`src/rtl/fp_writeback_scheduler.sv`:
```
// rtl/fp_writeback_scheduler.sv - FP register busy scoreboard with round-robin writeback arbitration
// Optional statistics counters are built when FP_WB_SCHED_STATS_EN is defined.
module fp_writeback_scheduler #(
   parameter int NUM_REGS = 32,
   parameter int ADDR_W   = 5,
   parameter int DATA_W   = 32
) (
   input  logic                  clk,
   input  logic                  reset,
   input  logic                  iss_valid,
   input  logic [ADDR_W-1:0]     iss_rs1,
   input  logic [ADDR_W-1:0]     iss_rs2,
   input  logic [ADDR_W-1:0]     iss_rd,
   input  logic                  iss_writes,
   output logic                  iss_stall,
   input  logic                  fpu_wb_valid,
   input  logic [ADDR_W-1:0]     fpu_wb_rd,
   input  logic [DATA_W-1:0]     fpu_wb_data,
   output logic                  fpu_wb_ready,
   input  logic                  ld_wb_valid,
   input  logic [ADDR_W-1:0]     ld_wb_rd,
   input  logic [DATA_W-1:0]     ld_wb_data,
   output logic                  ld_wb_ready,
   output logic                  rf_regWrite,
   output logic [ADDR_W-1:0]     rf_writeRegister,
   output logic [2*DATA_W-1:0]   rf_writeData,
   output logic [NUM_REGS-1:0]   busy_vec
`ifdef FP_WB_SCHED_STATS_EN
   ,
   output logic [15:0]           stat_stall_cycles,
   output logic [15:0]           stat_conflict_cycles,
   output logic [15:0]           stat_writes
`endif
);

   typedef enum logic {RR_FPU = 1'b0, RR_LD = 1'b1} rr_e;

   rr_e                 rr_q, rr_d;
   logic [NUM_REGS-1:0] busy_q, busy_d;
   logic                issue_accept;

   assign busy_vec = busy_q;

   // Hazard check uses only the registered scoreboard; clears take effect the cycle after.
   always_comb begin
      iss_stall = iss_valid & (busy_q[iss_rs1] | busy_q[iss_rs2] | (iss_writes & busy_q[iss_rd]));
   end

   assign issue_accept = iss_valid & ~iss_stall & iss_writes;

   always_comb begin
      fpu_wb_ready = 1'b0;
      ld_wb_ready  = 1'b0;
      rr_d         = rr_q;
      if (fpu_wb_valid && ld_wb_valid) begin
         if (rr_q == RR_FPU) begin
            fpu_wb_ready = 1'b1;
            rr_d         = RR_LD;
         end else begin
            ld_wb_ready  = 1'b1;
            rr_d         = RR_FPU;
         end
      end else if (fpu_wb_valid) begin
         fpu_wb_ready = 1'b1;
         rr_d         = RR_LD;
      end else if (ld_wb_valid) begin
         ld_wb_ready  = 1'b1;
         rr_d         = RR_FPU;
      end
   end

   // Clear first so a coincident set on the same register wins.
   always_comb begin
      busy_d = busy_q;
      if (rf_regWrite) begin
         busy_d[rf_writeRegister] = 1'b0;
      end
      if (issue_accept) begin
         busy_d[iss_rd] = 1'b1;
      end
   end

   always_ff @(posedge clk or posedge reset) begin
      if (reset) begin
         rr_q             <= RR_FPU;
         busy_q           <= '0;
         rf_regWrite      <= 1'b0;
         rf_writeRegister <= '0;
         rf_writeData     <= '0;
      end else begin
         rr_q        <= rr_d;
         busy_q      <= busy_d;
         rf_regWrite <= fpu_wb_ready | ld_wb_ready;
         if (fpu_wb_ready) begin
            rf_writeRegister <= fpu_wb_rd;
            rf_writeData     <= {{DATA_W{1'b0}}, fpu_wb_data};
         end else if (ld_wb_ready) begin
            rf_writeRegister <= ld_wb_rd;
            rf_writeData     <= {{DATA_W{1'b0}}, ld_wb_data};
         end
      end
   end

`ifdef FP_WB_SCHED_STATS_EN
   always_ff @(posedge clk or posedge reset) begin
      if (reset) begin
         stat_stall_cycles    <= '0;
         stat_conflict_cycles <= '0;
         stat_writes          <= '0;
      end else begin
         if (iss_stall && stat_stall_cycles != 16'hFFFF) begin
            stat_stall_cycles <= stat_stall_cycles + 16'd1;
         end
         if (fpu_wb_valid && ld_wb_valid && stat_conflict_cycles != 16'hFFFF) begin
            stat_conflict_cycles <= stat_conflict_cycles + 16'd1;
         end
         if (rf_regWrite && stat_writes != 16'hFFFF) begin
            stat_writes <= stat_writes + 16'd1;
         end
      end
   end
`endif

endmodule
```
`config.mk`:
```
export PLATFORM = sky130hd
export DESIGN_NAME = fp_writeback_scheduler
export DESIGN_NICKNAME = d
export VERILOG_FILES = /design/src/rtl/fp_writeback_scheduler.sv
export SDC_FILE = /design/constraint.sdc
export NUM_CORES = 1
export LEC_CHECK = 0
export ABC_AREA = 1
export BUFFER_PORTS_ARGS = -buffer_cell sky130_fd_sc_hd__clkbuf_2
export CORE_MARGIN = 2
export CORE_UTILIZATION = 40
export DETAILED_ROUTE_END_ITERATION = 8
export GPL_TIMING_DRIVEN = 0
export HOLD_SLACK_MARGIN = 0.08
export PLACE_DENSITY = 0.79
export SETUP_SLACK_MARGIN = 0.1
export SLEW_MARGIN = 5
export SYNTH_ARGS = -nofsm -noshare
export SYNTH_HDL_FRONTEND = slang
export SYNTH_SLANG_ARGS = --single-unit
```
`constraint.sdc`:
```
create_clock -name clk -period 3.9 [get_ports clk]
set_clock_uncertainty 0.2 [all_clocks]
set_input_delay 0.78 -clock clk [delete_from_list [all_inputs] [get_ports clk]]
set_output_delay 0.78 -clock clk [all_outputs]
set_load 0.03 [all_outputs]
```
# Word-level counts from Yosys, hierarchy flattened
# Index checks and enable logic that the tools add are counted.
# classes
n_addsub	0
reduce_logical	5
n_eq_ne	0
shifts	0
div_mod_pow	0
mux	26
multipliers	0
bitwise	11
n_lt_le_gt_ge	6
# ops
cell	n
$mux 64	2
$mux 32	2
$and 32x32->32	1
$not 32->32	1
$or 32x32->32	1
$lt 5x6->1 const B	4
$bmux 1 s5	3
$mux 1	15
$demux 1 s5	2
$ge 5x1->1 const B	2
$mux 5	2
$and 1x1->1	4
$logic_and 1x1->1	3
$or 1x1->1	3
$reduce_bool 3->1	1
$reduce_bool 2->1	1
$not 1->1	1
# totals
romBits	0
mem_bits_rw	0
reg_bits	103
inputBits	95
latchBits	0
output_inout_bits	105
wordCells	53
n_memories	0

# Logic depth before layout (Yosys ltp)
# Gate-level depths: netlist of run 1.
# depth
depth_word	9
mapped_depth	15
mapped_depth_nobuf	12

# Worst setup path before layout of run 1
# OpenSTA, ideal clock, no wires.
# synth_timing
path_type	in2out
startpoint	in iss_rd[0]
endpoint	out iss_stall
t_required_ns	2.920
t_arrival_ns	1.915
n_path_buf	2
setup_slack_ns	1.005
path_stages	11
path_cell_list	buf_6 > buf_6 > o21ai_0 > nand2_1 > nand2_1 > nand2_1 > nand2_1 > nor2_1 > a21oi_2 > o21ai_0 > inv_1
# synth_via
elab_chain_len	5
# synth_rtl
item	line_no	rtl
from (decl)	13	input logic [ADDR_W-1:0] iss_rd,
$bmux 1 s5	46	iss_stall = iss_valid & (busy_q[iss_rs1] | busy_q[iss_rs2] | (iss_writes & busy_q[iss_rd]));
$mux 1 (implied by the code)	46	
$and 1x1->1	46	
$or 1x1->1	46	
$and 1x1->1	46	
to (decl)	15	output logic iss_stall,
# No other way between the ends. The select of a mux whose other input is x is not followed.

# Worst setup path in the final report of run 1
# layout_timing
startpoint	in iss_rs2[1]
endpoint	out iss_stall
# layout_via
elab_chain_len	5
# layout_rtl
item	line_no	rtl
from (decl)	12	input logic [ADDR_W-1:0] iss_rs2,
$bmux 1 s5	46	
$mux 1 (implied by the code)	46	
$or 1x1->1 (2 in series)	46	
$and 1x1->1	46	
# No other way between the ends. The select of a mux whose other input is x is not followed.

==> out/results.tsv, run 1 <==
stage	metric	value	unit
timing	slew_headroom	65.7	%
timing	setup_viol	0	
clock_network	cts_sinks	71	
finish	area_delta_synth_final	29.7	%
floorplanning	start_util	40.7	%
setup_path	crit_path_start	iss_rs2[1]	
routing	num_vias	5235	
clock_network	cts_max_level	3	
clock_network	clkTransAtPathRegs	0.06	ns
clock_network	cts_tree	built	
floorplanning	die-area	13000	µm²
routing	detail-route-antenna-nets	0	
timing	worst_pin_slew	0.515	ns
global_routing	grt_pass1_vias	5015	
yosys	synth-seq-cells	71	
yosys	yosys.area.top_type	dfrtp_1	
clock_network	cts_hold_buf	0	
clock_network	cts_buffers	9	
setup_path	worst-setup-path-type	input port to output port	
power	power.total	3.63	mW
floorplanning	core-area	11900	µm²
routing	drc_errors	0	
floorplanning	ios	200	
routing	wl	14800	µm
global_routing	grt_overflow	0	
yosys	synth_edf_count	0	
yosys	syn_area_per_cell	6.91	µm²
yosys	ys.warnings.count	0	
timing	setup-tns-final	0	ns
yosys	syn_inst	702	
finish	drive_above_1_share	28.9	%
routing	vias_per_cell	4.95	
min_path	min_path_type	input port to asynchronous set/reset pin	
status	status	completed	
run	drv_cap	0	
clock_network	cts_setup_buffers	0	
global_routing	grt_pass1_wl	24300	µm
timing	maxSlewViolCount	0	
yosys	yosys.area.top_type_share	36.6	%
timing	maxClockFrequency	0.319	GHz
setup_path	path_max_fanout	9	
floorplanning	die_w	114	µm
setup_path	start_kind	input port	
yosys	ys.flop_type	dfrtp_1	
clock_network	clk_latency	0.33	ns
timing	hold_violations	0	
power	p_per_area	577	nW/µm²
placement	io_buffers	162	
timing	final.min_clock_period	3.13	ns
floorplanning	fp-row-count	40	
placement	place_congestion	0.937	
global_routing	grt_max_degree	52	
yosys	seq_area_frac_synth	36.6	%
setup_path	critPathRequiredTime	2.92	ns
finish	post-route-util	52.8	%
yosys	synth_top_cells_by_area	dfrtp_1 37%, nand2_1 12%, nand3_1 7.8%	
yosys	synth.distinct_cells	29	
yosys	async_reset_ff_share	100	%
setup_path	timing.rr.start	busy_vec[24]	
setup_path	critPathArrivalTime	2.15	ns
global_routing	grt_use_total	23.4	%
finish	fin_nets	1002	
finish	antenna_cells	0	
routing	first_pass_iters	5	
timing	rsz0062_at_grt	false	
clock_network	clk_path_buf_depth	2	
global_routing	grt_antenna_before_repair	0	
floorplanning	die_y	114	µm
routing	post_drt_wl_per_cell	14.0	µm
clock_network	cts_resized	0	
power	total_leakage_power	3.40	nW
setup_path	crit_path_end_kind	output port	
yosys	synth_area	4850	µm²
timing	post-route-period-util	80.3	%
clock_network	root_buffer	clkbuf_16	
placement	post-dp-hpwl	11800	µm
power	vdd_ir_drop_max	247	µV
routing	drtIter0Drc	351	
==> report_power, final <==
part | total (mW) | internal [mW] | switching [mW] | leakage, nW
registers | 1.26 | 0.953 | 0.309 | 0.857
logic | 1.55 | 0.480 | 1.07 | 2.40
clock network | 0.816 | 0.522 | 0.294 | 0.151
total | 3.63 | 1.96 | 1.67 | 3.40
==> metrics by stage <==
stage	cells	setup WS (ns)	hold WS (ns)	area, µm²
finish	1058	0.768	0.194	6290
global placement	1042	0.244	0.269	5960
CTS	1058	0.793	0.193	6290
global route	1058	0.561	0.206	6290
floorplan	733	1.00	0.249	4970
detailed placement	1043	0.798	0.276	5990
==> kinds of logic after synthesis <==
group / synth area share (%)
flip-flops: 36.6
other: 0.0773
AND/OR/NAND/NOR: 33.1
AO/OA/AOI/OAI: 13.7
buffers and inverters: 16.5
==> cells in the mapped netlist, drive strengths merged, types with 8 or more instances <==
cell	count
inv	87
buf	53
a21oi	38
nor2	83
nand3	96
nor3	8
nand2	163
clkbuf	13
o22ai	37
dfrtp	71
o21ai	48
==> per-layer routing <==
layer	GRT usage, %	part of all wire (%)	up-vias
met4	6.75	1.3	0
met5	0	0	-
met3	5.72	8.8	17
met1	29.8	41	2341
li1	-	-	2613
met2	39.7	48	264
==> worst max-delay path, stage by stage <==
cell      delay (ns)
buf_2           0.16
inv_1           0.23
nand3_1         0.12
nand3_1         0.12
nand2_1         0.06
nand2_1         0.05
nand3_1         0.07
nand2_1         0.08
nand2_2         0.07
o21ai_0         0.17
inv_1           0.05
clkbuf_2        0.18
==> worst paths after layout <==
check | endpoint | slack (ns) | cells after the start
setup / recovery | iss_stall | 0.77 | 12
hold / removal | rf_writeData[19] | 0.19 | 2
setup reg to reg | busy_vec[3] | 2.00 | 12
hold reg to reg | rr_q | 0.30 | 2
max in group asynchronous | busy_vec[3] | 2.75 | 3
min in group clk | rr_q | 0.30 | 2
==> cells in the final DEF, fill, tap and decap left out, drive strengths merged <==
master,n
nor2,83
clkbuf,186
nand4,1
bufinv,1
o22ai,37
o21ai,48
a21oi,38
clkinv,4
conb,32
buf,54
inv,87
nor3,8
dfrtp,71
or2,1
nand3,96
nand3b,1
nand2,163
==> cell type report <==
type | instances | area [µm²]
tap | 147 | 184
timing repair buffer | 163 | 838
fill | 1184 | 5620
clock inverter | 4 | 45.0
clock buffer | 11 | 253
buffer | 66 | 458
sequential | 71 | 1780
multi-input combinational | 508 | 2390
inverter | 88 | 343
==> registers in the layout, indices dropped and copies added, names as in the netlist <==
signal,count
busy_vec,32
rf_writeData,32
rf_regWrite,1
rf_writeRegister,5
rr_q,1
(Power assumes the default switching activity.)
==> run 2: changes to the inputs <==
Settings changed: ABC_AREA 1 to 0, PLACE_DENSITY 0.79 to 0.82.
Clock period 3.9 ns to 2.6 ns, I/O delays scaled along.
==> out/results.tsv, run 2 <==
stage	metric	value	unit	change
min_path	min_path_type	input port to asynchronous set/reset pin		unchanged
routing	wl_met1	5980	µm	was 6150 µm
routing	dr_wl_met3	1700	µm	was 1310 µm
yosys	synth_top_family_by_area	multiplexers		was simple AND/OR/NAND/NOR gates
routing	detail-route-antenna-nets	0		unchanged
setup_path	slowest_stage	or3b_4		was inv_1
power	vdd_ir_drop_max	386	µV	was 247 µV
clock_network	cts_max_level	3		unchanged
yosys	ys_top_cells_by_count	82 x nor2_1, 71 x dfrtp_1, 51 x o21ai_0		was 156 x nand2_1, 83 x inv_1, 81 x nor2_1
clock_network	cts_buffers	9		unchanged
yosys	synth_edf_count	0		unchanged
clock_network	clk_latency	0.33	ns	about the same
timing	setup_slack	-0.368	ns	was 0.768 ns
yosys	synth.distinct_cells	48		was 29
timing	post-route-period-util	114	%	
setup_path	critPathRequiredTime	1.88	ns	was 2.92 ns
power	total_leakage_power	3.01	nW	was 3.40 nW
status	status	complete, but fails checks		was completed
power	p_per_area	927	nW/µm²	was 577 nW/µm²
timing	hold_violations	0		unchanged
finish	final_cells	865		was 1,058
placement	io_buffers	160		was 162
floorplanning	fp-row-count	39		was 40
clock_network	cts_sinks	71		unchanged
placement	place_congestion	0.960		was 0.937
yosys	yosysMostFrequentCell	nor2_1		was nand2_1
finish	layout_common_cells	161 x clkbuf_2, 82 x nor2_1, 64 x dfrtp_1		was 162 x clkbuf_2, 156 x nand2_1, 82 x inv_1
power	power.total	5.95	mW	was 3.63 mW
setup_path	r2r_cells	8		was 12
setup_path	timing.rr.start	busy_vec[12]		was busy_vec[24]
setup_path	worstReg2RegEnd	busy_vec[1]		was busy_vec[3]
routing	met2_length	7160	µm	was 7180 µm
timing	worst_pin_slew	0.806	ns	was 0.515 ns
floorplanning	die_y	113	µm	was 114 µm
floorplanning	core-area	11600	µm²	was 11,900 µm²
placement	post-dp-hpwl	11300	µm	was 11,800 µm
yosys	yosys.area_share.simple	15.6	%	was 33.1%
finish	multiInputGateArea	2720	µm²	was 2390 µm²
clock_network	root_buffer	clkbuf_16		unchanged
routing	drc_errors	0		unchanged
routing	routed.top_layer	met4		unchanged
clock_network	cts_tree	built		unchanged
timing	maxClockFrequency	0.337	GHz	
timing	worst_hold_slack	0.126	ns	was 0.194 ns
yosys	synthMuxAreaShare	19.4	%	was 0%
global_routing	grt_pass1_vias	4684		was 5,015
timing	rsz0062_at_grt	true		was false
setup_path	path_max_fanout	10		was 9
yosys	seq_area_frac_synth	37.1	%	was 36.6%
yosys	ys.flop_type	dfrtp_1		unchanged
yosys	synth-seq-cells	71		unchanged
finish	antenna_cells	0		unchanged
global_routing	grt_overflow	0		unchanged
setup_path	rrSetupSlack	-0.11	ns	was 2.00 ns
global_routing	grt_antenna_before_repair	0		unchanged
floorplanning	ios	200		unchanged
clock_network	cts_hold_buf	0		unchanged
yosys	synth_area	4790	µm²	was 4850 µm²
routing	first_pass_iters	5		unchanged
floorplanning	die_w	113	µm	was 114 µm
setup_path	worst-setup-path-type	input port to output port		unchanged
yosys	synth_top_cells_by_area	dfrtp_1 37%, mux2_2 10%, nor2_1 6.4%		was dfrtp_1 37%, nand2_1 12%, nand3_1 7.8%
finish	final_common_cell	clkbuf_2		unchanged
setup_path	cp_cell_sequence	clkbuf_2, buf_4, or3b_4, o32ai_2, a221oi_1, and4_1, o2111ai_1, and2_4, clkbuf_8		was buf_2, inv_1, nand3_1, nand3_1, nand2_1, nand2_1, nand3_1, nand2_1, nand2_2, o21ai_0, inv_1, clkbuf_2
placement	dp.cells	837		was 1,043
timing	maxSlewViolCount	0		unchanged
routing	post_drt_wl_per_cell	17.5	µm	was 14.0 µm
clock_network	clk_path_buf_depth	2		unchanged
timing	setup-tns-final	-0.847	ns	was 0 ns
yosys	synthAdderAreaFrac	0	%	unchanged
timing	final.min_clock_period	2.97	ns	
run	drv_cap	0		unchanged
yosys	ys.warnings.count	0		unchanged
clock_network	clkTransAtPathRegs	0.06	ns	about the same
routing	num_vias	4866		was 5,235
finish	regArea	1790	µm²	was 1780 µm²
setup_path	crit_path_end_kind	output port		unchanged
status	violations	setup timing		
finish	n_fill_cell	1022		was 1,184
yosys	synth_xor_area_share	0	%	unchanged
yosys	yosys.area.top_type	dfrtp_1		unchanged
yosys	syn_area_per_cell	9.54	µm²	was 6.91 µm²
timing	slew_headroom	46.1	%	was 65.7%
finish	area_delta_synth_final	34.0	%	was 29.7%
setup_path	critPathArrivalTime	2.25	ns	was 2.15 ns
global_routing	grt_max_degree	37		was 52
timing	setup_viol	12		was 0
global_routing	grt_use_total	23.0	%	was 23.4%
yosys	yosys.area.top_type_share	37.1	%	was 36.6%
floorplanning	start_util	41.4	%	was 40.7%
yosys	syn_inst	502		was 702
yosys	async_reset_ff_share	100	%	unchanged
floorplanning	die-area	12900	µm²	was 13,000 µm²
setup_path	slowest_delay	0.38	ns	was 0.23 ns
setup_path	start_kind	input port		unchanged
finish	drive_above_1_share	45.3	%	was 28.9%
global_routing	grt_pass1_wl	23500	µm	was 24,300 µm
routing	drtIter0Drc	383		was 351
routing	vias_per_cell	5.63		was 4.95
finish	fin_nets	812		was 1,002
yosys	synth_compound_area_share	18.3	%	was 13.7%
routing	wl	15200	µm	was 14,800 µm
run 2: cell types whose count changed after synthesis, sizes merged, moves of 10 or more:
cell and delta:
mux2i +22, nand3 -88, inv -82, nand2 -148, mux4 +10, o41ai +16, or3 +10, a21oi -35
mux2 +43
run 2: worst max-delay path by stage:
stage	startpoint	endpoint	slack [ns]	depth (start not counted)
floorplan	iss_rd[3]	iss_stall	-0.06	8
global placement	iss_rd[0]	iss_stall	-0.40	8
detailed placement	iss_rd[0]	iss_stall	-0.44	8
CTS	busy_vec[12]	iss_stall	-0.28	7
global route	iss_rd[2]	iss_stall	-0.41	9
finish	iss_rd[2]	iss_stall	-0.37	9
run 2: what timing repair did:
item | 4_1_cts | 5_1_grt
resized for setup | 19 | 11
buffers inserted | 12 | 0
cloned | 0 | 0
pin swaps | 6 | 0
endpoints found under the setup margin | 12 | 33
run 2: area by class of cell:
class,count,share of cell area [%]
inverters,6,0.429
multi-input cells,383,42.3
clock inverters,3,1.01
clock buffers,13,4.05
well taps,143,2.79
plain buffers,73,7.27
flip-flops and latches,71,27.8
repair buffers,173,14.3
run 2: power breakdown:
group | leakage (nW) | internal, mW | switching (mW)
sequential | 0.837 | 1.45 | 0.469
clock | 0.160 | 0.892 | 0.457
combinational | 2.02 | 1.04 | 1.65
run 2: logic make-up (layout without fill, tap and decap cells):
| group | Yosys count | count (layout) |
|---|---|---|
| buffers and inverters | 79 | 268 |
| other | 1 | 32 |
| AND/OR/NAND/NOR | 152 | 152 |
| AO/OA/AOI/OAI | 124 | 124 |
| multiplexers | 75 | 75 |
| flip-flops | 71 | 71 |
run 2: worst max-delay path, delay by kind of cell:
family          cells  cell delay [ns]
simple gates        3             0.75
compound gates      3             0.54
buf+inv             3             0.42
run 2: metal layers:
metal	up-vias	GRT usage, %
met5	-	0
met4	0	7.89
met3	37	6.59
met2	345	37.9
met1	2266	29.0
li1	2218	-
run 2: through the flow:
| stage | setup WS [ns] | cell area (µm²) | util (%) |
|---|---|---|---|
| global placement | -0.402 | 5910 | 51.1 |
| detailed placement | -0.439 | 5930 | 51.3 |
| finish | -0.368 | 6420 | 55.5 |
| floorplan | -0.0636 | 4930 | - |
| global route | -0.410 | 6420 | 55.5 |
| CTS | -0.279 | 6390 | 55.3 |
